<file path="src/rtl/dsp_slice_pkg.sv">
// Shared DSP slice constants and payload types.
package dsp_slice_pkg;

    localparam int unsigned P_W = 48;

    // Auto-reset modes for the pattern detector output stage
    localparam int unsigned AR_NO_RESET        = 0;
    localparam int unsigned AR_RESET_MATCH     = 1;
    localparam int unsigned AR_RESET_NOT_MATCH = 2;

    // Auto-reset priority relative to CEP
    localparam int unsigned AR_PRI_RESET = 0;
    localparam int unsigned AR_PRI_CEP   = 1;

    // Result word captured together with its detector flags
    typedef struct packed {
        logic [P_W-1:0] p;
        logic           pd;
        logic           pbd;
    } pd_capture_t;

    // Raw auto-reset request from the registered flags
    function automatic logic autoreset_req(input int unsigned mode,
                                           input logic pd_q,
                                           input logic pd_past_q);
        logic req;
        req = 1'b0;
        if (mode == AR_RESET_MATCH) begin
            req = pd_q;
        end else if (mode == AR_RESET_NOT_MATCH) begin
            req = pd_past_q & ~pd_q;
        end
        return req;
    endfunction

endpackage

</file>
<file path="src/rtl/pattern_detect_reg_if.sv">
// Bus between the accumulator/detector side and the detector output register.
interface pattern_detect_reg_if
    import dsp_slice_pkg::*;
#(
    parameter int unsigned CNT_W = 8
);
    logic             CEP;
    logic [P_W-1:0]   P_IN;
    logic             PD_IN;
    logic             PBD_IN;
    logic             CNT_CLR;
    logic [P_W-1:0]   P;
    logic             PATTERN_DETECT;
    logic             PATTERNB_DETECT;
    logic             PATTERN_DETECT_PAST;
    logic             PATTERNB_DETECT_PAST;
    logic             OVERFLOW;
    logic             UNDERFLOW;
    logic [CNT_W-1:0] MATCH_CNT;

    modport master (
        output CEP, P_IN, PD_IN, PBD_IN, CNT_CLR,
        input  P, PATTERN_DETECT, PATTERNB_DETECT, PATTERN_DETECT_PAST,
               PATTERNB_DETECT_PAST, OVERFLOW, UNDERFLOW, MATCH_CNT
    );

    modport slave (
        input  CEP, P_IN, PD_IN, PBD_IN, CNT_CLR,
        output P, PATTERN_DETECT, PATTERNB_DETECT, PATTERN_DETECT_PAST,
               PATTERNB_DETECT_PAST, OVERFLOW, UNDERFLOW, MATCH_CNT
    );

endinterface

</file>
<file path="src/rtl/pattern_detect_reg.sv">
// Pattern detector output register: captures P and flags, derives past flags,
// overflow/underflow, a saturating match counter and the P auto-reset.
module pattern_detect_reg
    import dsp_slice_pkg::*;
#(
    parameter int unsigned AUTORESET_PATDET   = AR_NO_RESET,
    parameter int unsigned AUTORESET_PRIORITY = AR_PRI_RESET,
    parameter int unsigned CNT_W              = 8
) (
    input logic                CLK,
    input logic                RSTP,
    pattern_detect_reg_if.slave bus
);

    localparam logic [CNT_W-1:0] CNT_MAX = '1;

    pd_capture_t      cap_q;
    logic             pd_past_q;
    logic             pbd_past_q;
    logic [CNT_W-1:0] cnt_q;

    logic             ar_c;
    logic             ar_en_c;
    logic             cnt_inc_c;

    // Auto-reset request, gated by CEP when the priority mode asks for it
    always_comb begin
        ar_c      = 1'b0;
        ar_en_c   = 1'b0;
        cnt_inc_c = 1'b0;
        ar_c      = autoreset_req(AUTORESET_PATDET, cap_q.pd, pd_past_q);
        if (AUTORESET_PRIORITY == AR_PRI_CEP) begin
            ar_en_c = ar_c & bus.CEP;
        end else begin
            ar_en_c = ar_c;
        end
        cnt_inc_c = ~ar_en_c & bus.CEP & bus.PD_IN & (cnt_q != CNT_MAX);
    end

    // Result/flag capture with auto-reset taking priority over CEP
    always_ff @(posedge CLK) begin
        if (RSTP) begin
            cap_q      <= '0;
            pd_past_q  <= 1'b0;
            pbd_past_q <= 1'b0;
        end else if (ar_en_c) begin
            cap_q      <= '0;
            pd_past_q  <= cap_q.pd;
            pbd_past_q <= cap_q.pbd;
        end else if (bus.CEP) begin
            cap_q.p    <= bus.P_IN;
            cap_q.pd   <= bus.PD_IN;
            cap_q.pbd  <= bus.PBD_IN;
            pd_past_q  <= cap_q.pd;
            pbd_past_q <= cap_q.pbd;
        end
    end

    // Saturating count of captured matches; clear wins over increment
    always_ff @(posedge CLK) begin
        if (RSTP) begin
            cnt_q <= '0;
        end else if (bus.CNT_CLR) begin
            cnt_q <= '0;
        end else if (cnt_inc_c) begin
            cnt_q <= cnt_q + CNT_W'(1);
        end
    end

    assign bus.P                    = cap_q.p;
    assign bus.PATTERN_DETECT       = cap_q.pd;
    assign bus.PATTERNB_DETECT      = cap_q.pbd;
    assign bus.PATTERN_DETECT_PAST  = pd_past_q;
    assign bus.PATTERNB_DETECT_PAST = pbd_past_q;
    assign bus.MATCH_CNT            = cnt_q;

    // A previous match that has now fallen to neither pattern nor complement
    assign bus.OVERFLOW  = pd_past_q  & ~cap_q.pd & ~cap_q.pbd;
    assign bus.UNDERFLOW = pbd_past_q & ~cap_q.pd & ~cap_q.pbd;

endmodule

</file>
<file path="src/flat_wrapper.sv">
// flat-port wrapper written by rule: the top's interface ports become plain ports
module pattern_detect_reg_flat import dsp_slice_pkg::*;
#(
    parameter int unsigned AUTORESET_PATDET   = AR_NO_RESET,
    parameter int unsigned AUTORESET_PRIORITY = AR_PRI_RESET,
    parameter int unsigned CNT_W              = 8
)
  (CLK, RSTP, bus_CEP, bus_P_IN, bus_PD_IN, bus_PBD_IN, bus_CNT_CLR, bus_P, bus_PATTERN_DETECT, bus_PATTERNB_DETECT, bus_PATTERN_DETECT_PAST, bus_PATTERNB_DETECT_PAST, bus_OVERFLOW, bus_UNDERFLOW, bus_MATCH_CNT);
  pattern_detect_reg_if #(.CNT_W(CNT_W)) bus_i ();
  input logic CLK;
  input logic RSTP;
  input wire logic [$bits(bus_i.CEP)-1:0] bus_CEP;
  input wire logic [$bits(bus_i.P_IN)-1:0] bus_P_IN;
  input wire logic [$bits(bus_i.PD_IN)-1:0] bus_PD_IN;
  input wire logic [$bits(bus_i.PBD_IN)-1:0] bus_PBD_IN;
  input wire logic [$bits(bus_i.CNT_CLR)-1:0] bus_CNT_CLR;
  output wire logic [$bits(bus_i.P)-1:0] bus_P;
  output wire logic [$bits(bus_i.PATTERN_DETECT)-1:0] bus_PATTERN_DETECT;
  output wire logic [$bits(bus_i.PATTERNB_DETECT)-1:0] bus_PATTERNB_DETECT;
  output wire logic [$bits(bus_i.PATTERN_DETECT_PAST)-1:0] bus_PATTERN_DETECT_PAST;
  output wire logic [$bits(bus_i.PATTERNB_DETECT_PAST)-1:0] bus_PATTERNB_DETECT_PAST;
  output wire logic [$bits(bus_i.OVERFLOW)-1:0] bus_OVERFLOW;
  output wire logic [$bits(bus_i.UNDERFLOW)-1:0] bus_UNDERFLOW;
  output wire logic [$bits(bus_i.MATCH_CNT)-1:0] bus_MATCH_CNT;
  assign bus_i.CEP = bus_CEP;
  assign bus_i.P_IN = bus_P_IN;
  assign bus_i.PD_IN = bus_PD_IN;
  assign bus_i.PBD_IN = bus_PBD_IN;
  assign bus_i.CNT_CLR = bus_CNT_CLR;
  assign bus_P = bus_i.P;
  assign bus_PATTERN_DETECT = bus_i.PATTERN_DETECT;
  assign bus_PATTERNB_DETECT = bus_i.PATTERNB_DETECT;
  assign bus_PATTERN_DETECT_PAST = bus_i.PATTERN_DETECT_PAST;
  assign bus_PATTERNB_DETECT_PAST = bus_i.PATTERNB_DETECT_PAST;
  assign bus_OVERFLOW = bus_i.OVERFLOW;
  assign bus_UNDERFLOW = bus_i.UNDERFLOW;
  assign bus_MATCH_CNT = bus_i.MATCH_CNT;
  pattern_detect_reg #(.AUTORESET_PATDET(AUTORESET_PATDET), .AUTORESET_PRIORITY(AUTORESET_PRIORITY), .CNT_W(CNT_W)) u_core (.CLK(CLK), .RSTP(RSTP), .bus(bus_i));
endmodule
</file>
<file path="config.mk">
export PLATFORM = sky130hd
export DESIGN_NAME = pattern_detect_reg_flat
export DESIGN_NICKNAME = d
export VERILOG_FILES = /design/src/rtl/dsp_slice_pkg.sv /design/src/rtl/pattern_detect_reg_if.sv /design/src/rtl/pattern_detect_reg.sv /design/src/flat_wrapper.sv
export SDC_FILE = /design/constraint.sdc
export NUM_CORES = 1
export LEC_CHECK = 0
export CORE_UTILIZATION = 23
export CTS_BUF_LIST = sky130_fd_sc_hd__clkbuf_8
export DETAILED_ROUTE_END_ITERATION = 8
export PLACE_DENSITY_LB_ADDON = 0.15
export REMOVE_ABC_BUFFERS = 1
export SETUP_SLACK_MARGIN = 0.02
export SLEW_MARGIN = 20
export SYNTH_ARGS = -nofsm -noshare
export SYNTH_HDL_FRONTEND = slang
export SYNTH_SLANG_ARGS = --single-unit
export TNS_END_PERCENT = 10
</file>
<file path="constraint.sdc">
create_clock -name CLK -period 4.1 [get_ports CLK]
set_clock_uncertainty 0.1 [all_clocks]
set_input_delay 1.23 -clock CLK [delete_from_list [all_inputs] [get_ports CLK]]
set_output_delay 1.23 -clock CLK [all_outputs]
set_load 0.01 [all_outputs]
</file>
==> metrics.txt, run 1 <==
max incr delay on CP 0.56 ns; headroom to the max-slew limit 0.554; clk sinks 60; synthesized cell area 0.00229 sq mm; fin crit period 2.76 ns; CP max stage cell clkdlybuf4s50_1; final slew viol count 0; placed wire-length estimate 3790 um; design area 0.00373 sq mm; Finished Layout Cells 472; sequential share of the synthesized area 0.525; hold slack 0.387 ns; Worst EP required 2.77 ns; Main synth FF type dfxtp_1; met2 Use GR 0.162; Tot GR Track Use 0.108; Post-Syn Instances 221; CP max FO 5; crit end category output port; routed len/inst 11.9 um; Ys Warns 0; routability cong. 0.725; cell leakage power 1.52 nW; # diodes 0; Placed Cells 458; core area 0.00973 sq mm; internal cell power 1.08 mW; total CTS buffers 9; initial drt markers 33; total grt overflow 0; die area 0.0104 sq mm; Seq cells post-synth 60; fraction of layout cells with a size suffix above 1 0.0678; vias in the first global route 1746; DRC 0; Combinational Power Share 0.143; met1 Resource Use GR 0.136; drt first pass iters 4; Final Power 1.39 mW; Placed Area 0.00353 sq mm; WP data arrival 1.43 ns; CTS clk-pin slew, worst paths 0.06 ns; Slew @ Worst Pin 0.669 ns; count leader, synth dfxtp_1; Clock Root Buffer clkbuf_8; Tcrit/Tclk final 0.674; ys async rst share 0; status completed; DRT antenna net count 0; Die Y 102 um; Synth top cells by count 60 x dfxtp_1, 55 x mux2i_1, 53 x nor2_1, 8 x nand2_1, 6 x buf_4; post-CTS resize count 0; nets 391; Clk pwr share 0.403; P_sw 0.310 mW; leading area contributor after synthesis dfxtp_1; FILL cells 994; Yosys top cell area share 0.525; final wirelength 5600 um; Post-Syn Area per Cell 10.4 sq um; FP Rows 36; Final Hold Vio Count 0; WS Path Type flop to output port; post-synthesis cell type count 29; Die Wd 102 um; met3 GRT Util 0.0345; # IOs 116; Net Sw Frac 0.223; area grow syn2layout 63.1%; critical path startpoint category flop; CP Cell Sequence nor3b_1 > clkdlybuf4s50_1; DR vias/cell 4.09; initial antenna violation count 0; cts hold-fix bufs 0; grt peak-use layer met2; Setup TNS 0 ns; Max VDD drop 0.000140 V; largest net degree at the start of global routing 43; CTS tree done; top cells by area, synth dfxtp_1 52%, mux2i_1 24%, nor2_1 8.7%; RSZ-0062 raised after global routing false; Initial Utilization 0.235; postcts setup bufs 0; Clock Latency Late Sink 0.33 ns; # setup viols final 0; Worst Hold Class flop to flop; first-pass GRT wire length 8470 um; power per cell area 372 mW/mm^2; Buffers on Ports 115; number of synthesized flops with an enable pin 0; H-tree Lvls 3; vias 1929; Clock Path Buffers 2; fmax 0.362 GHz; Worst R2R Setup Slack 2.67 ns; max-cap viol count 0; sequential share of power 0.454
-- kinds of logic (layout without fill, tap and decap cells) --
group           count (synthesis)  in the layout  synth area share
fa+ha+maj                       1              1           0.00546
mux                            55             55             0.240
compound gates                 12             12            0.0377
flops                          60             60             0.525
buf+inv                        15            133            0.0421
simple gates                   78             78             0.150
-- through the flow --
stage                     setup WS [ns]   util
final                              1.34  0.384
after global routing               1.23  0.384
after CTS                          1.31  0.384
after detailed placement           1.38  0.362
after global placement             1.38  0.362
after floorplan                    2.07      -
-- state kept, by name (all words and copies together), names as in the netlist --
name	cells
u_core.bus.MATCH_CNT	8
u_core.bus.P	48
u_core.bus.PATTERNB_DETECT	1
u_core.bus.PATTERNB_DETECT_PAST	1
u_core.bus.PATTERN_DETECT	1
u_core.bus.PATTERN_DETECT_PAST	1
-- worst max-delay path, delay by kind of cell (launching register included) --
family,cells,cell delay [ns]
buffers and inverters,1,0.56
flip-flops,1,0.35
AND/OR/NAND/NOR,1,0.20
-- power by group through the flow --
stage	logic (mW)	clock network, mW	registers [mW]
2_1_floorplan	0.0471	0	0.655
3_3_place_gp	0.201	0	0.643
3_5_place_dp	0.202	0	0.642
4_1_cts	0.202	0.587	0.630
5_1_grt	0.215	0.607	0.633
6_report	0.199	0.560	0.630
-- per-layer routing --
metal  up-vias  wire length [um]
met1       873              2650
met2        67              2480
met5         -                 0
met4         0                90
met3         8               381
li1        981                 -
-- cell usage in the layout (no fill, tap or decap), types with 3 or more instances in the layout --
master / count
mux2i_1: 55
and3_1: 3
nor3_1: 3
dfxtp_1: 60
nor2_1: 53
nand4_1: 3
clkbuf_8: 13
buf_4: 3
clkdlybuf4s50_1: 113
nand2_1: 8
-- final timing paths --
| kind | from | end | depth (start not counted) |
|---|---|---|---|
| setup / recovery | u_core.bus.PATTERNB_DETECT$_SDFFE_PP0P_ | bus_OVERFLOW | 2 |
| hold / removal | u_core.bus.P[6]$_SDFFE_PP0P_ | u_core.bus.P[6]$_SDFFE_PP0P_ | 2 |
| setup reg to reg | u_core.bus.MATCH_CNT[0]$_SDFFE_PP0P_ | u_core.bus.MATCH_CNT[3]$_SDFFE_PP0P_ | 4 |
| hold reg to reg | u_core.bus.P[6]$_SDFFE_PP0P_ | u_core.bus.P[6]$_SDFFE_PP0P_ | 2 |
-- final cells by class --
class	count	area (sq um)	share of cell area
well taps	133	166	0.0446
flip-flops and latches	60	1200	0.322
multi-input cells	146	992	0.266
clock buffers	13	179	0.0479
repair buffers	117	1160	0.310
clock inverters	1	30.0	0.00804
inverters	2	7.51	0.00201
Note: power is estimated with default switching activity, not from simulation.
==> inputs of run 2 (changes only) <==
Clock period 4.1 ns to 2.8 ns, I/O delays scaled along.
==> run 2 against run 1 <==
Compared with the run above: clock power up 37%; cell area shrank 0.13%; combinational power rose by 47%; critical path depth did not move; worst hold slack better by 0.0031 ns; non-clock buffer count unchanged; cell count up 0.21%; die area did not move.
==> metrics.txt, run 2 (synthesis results as in run 1) <==
crit path to bus_OVERFLOW; FILL cells 1020; largest net degree at the start of global routing 36; CP max FO 5; FP Rows 36; r2r worst-path depth 4; cell leakage power 1.52 nW; clk sinks 60; initial drt markers 34; final wirelength 5660 um; total CTS buffers 9; Die Y 102 um; routed len/inst 12.0 um; core area 0.00973 sq mm; Setup TNS 0 ns; Clock Path Buffers 2; Max VDD drop 0.000223 V; fraction of layout cells with a size suffix above 1 0.0676; Tcrit/Tclk final 0.849; status completed; drt first pass iters 4; WP data arrival 1.44 ns; Worst R2R Setup Slack 1.33 ns; Slew @ Worst Pin 0.441 ns; power per cell area 531 mW/mm^2; DR vias/cell 4.16; die area 0.0104 sq mm; vias 1967; fmax 0.421 GHz; critical path startpoint category flop; initial antenna violation count 0; # IOs 116; DRC 0; post-CTS resize count 0; worst setup path start u_core.bus.PATTERN_DETECT$_SDFFE_PP0P_; DRT antenna net count 0; area grow syn2layout 62.9%; nets 391; Placed Area 0.00354 sq mm; Buffers on Ports 115; Worst EP required 1.86 ns; # diodes 0; most frequent cells in the layout 113 x clkdlybuf4s50_1, 60 x dfxtp_1, 55 x mux2i_1; design area 0.00373 sq mm; headroom to the max-slew limit 0.705; Worst Hold Class flop to flop; CTS tree done; placed wire-length estimate 3750 um; RSZ-0062 raised after global routing false; commonest non-fill, non-tap cell in the layout clkdlybuf4s50_1; max reg flops 48; CTS clk-pin slew, worst paths 0.06 ns; Die Wd 102 um; # setup viols final 0; PnR worst setup slack 0.423 ns; Initial Utilization 0.235; Worst R2R End u_core.bus.MATCH_CNT[6]$_SDFFE_PP0P_; total grt overflow 0; vias in the first global route 1754; RR Startpoint u_core.bus.MATCH_CNT[0]$_SDFFE_PP0P_; fin crit period 2.38 ns; crit end category output port; Placed Cells 458; first-pass GRT wire length 8520 um; Tot GR Track Use 0.109; H-tree Lvls 3; postcts setup bufs 0; Final Hold Vio Count 0; max-cap viol count 0; cts hold-fix bufs 0; WS Path Type flop to output port; routability cong. 0.760; Setup WS pre-CTS 0.575 ns; final slew viol count 0; Finished Layout Cells 473; Clock Root Buffer clkbuf_8; Clock Latency Late Sink 0.34 ns
-- run 2: cell types whose count changed in the layout (fill, tap and decap cells not counted), sizes merged --
cell / change
clkbuf: -3
clkinvlp: +2
clkinv: +1
inv: +1
-- run 2: how the worst min path moves through the flow --
stage | start | cells past startpoint | to
5_1_grt | u_core.bus.P[5]$_SDFFE_PP0P_ | 2 | u_core.bus.P[5]$_SDFFE_PP0P_
4_1_cts | u_core.bus.P[26]$_SDFFE_PP0P_ | 2 | u_core.bus.P[26]$_SDFFE_PP0P_
3_3_place_gp | u_core.bus.P[39]$_SDFFE_PP0P_ | 2 | u_core.bus.P[39]$_SDFFE_PP0P_
2_1_floorplan | u_core.bus.MATCH_CNT[1]$_SDFFE_PP0P_ | 2 | u_core.bus.MATCH_CNT[1]$_SDFFE_PP0P_
3_5_place_dp | u_core.bus.P[26]$_SDFFE_PP0P_ | 2 | u_core.bus.P[26]$_SDFFE_PP0P_
6_report | u_core.bus.P[6]$_SDFFE_PP0P_ | 2 | u_core.bus.P[6]$_SDFFE_PP0P_
-- run 2: area by class of cell --
type	instances	area (sq um)	share of cell area
repair buffers	117	1170	0.314
clock buffers	10	138	0.0369
well taps	133	166	0.0446
multi-input cells	146	992	0.266
flip-flops and latches	60	1200	0.322
clock inverters	5	53.8	0.0144
inverters	2	7.51	0.00201
-- run 2: power breakdown --
part	total, mW	switching [mW]	internal [mW]
Clock	0.765	0.339	0.425
Combinational	0.293	0.109	0.184
Sequential	0.921	0.0233	0.898
-- run 2: per-stage QoR --
| step | power [mW] | utilization | hold WS, ns |
|---|---|---|---|
| 2_1_floorplan | 1.03 | - | 0.414 |
| 3_3_place_gp | 1.24 | 0.364 | 0.372 |
| 3_5_place_dp | 1.24 | 0.364 | 0.380 |
| 4_1_cts | 2.02 | 0.383 | 0.397 |
| 5_1_grt | 2.08 | 0.383 | 0.409 |
| 6_report | 1.98 | 0.383 | 0.390 |
-- run 2: worst max-delay path, cell delays in order (launching register included) --
cell             delay [ns]
dfxtp_1                0.35
nor3b_1                0.20
clkdlybuf4s50_1        0.57
-- run 2: per-layer routing --
| metal | GRT usage | up-vias | part of all wire |
|---|---|---|---|
| li1 | - | 984 | - |
| met1 | 0.136 | 900 | 0.46 |
| met2 | 0.157 | 75 | 0.44 |
| met3 | 0.0414 | 8 | 0.075 |
| met4 | 0.0647 | 0 | 0.019 |
| met5 | 0 | - | 0 |
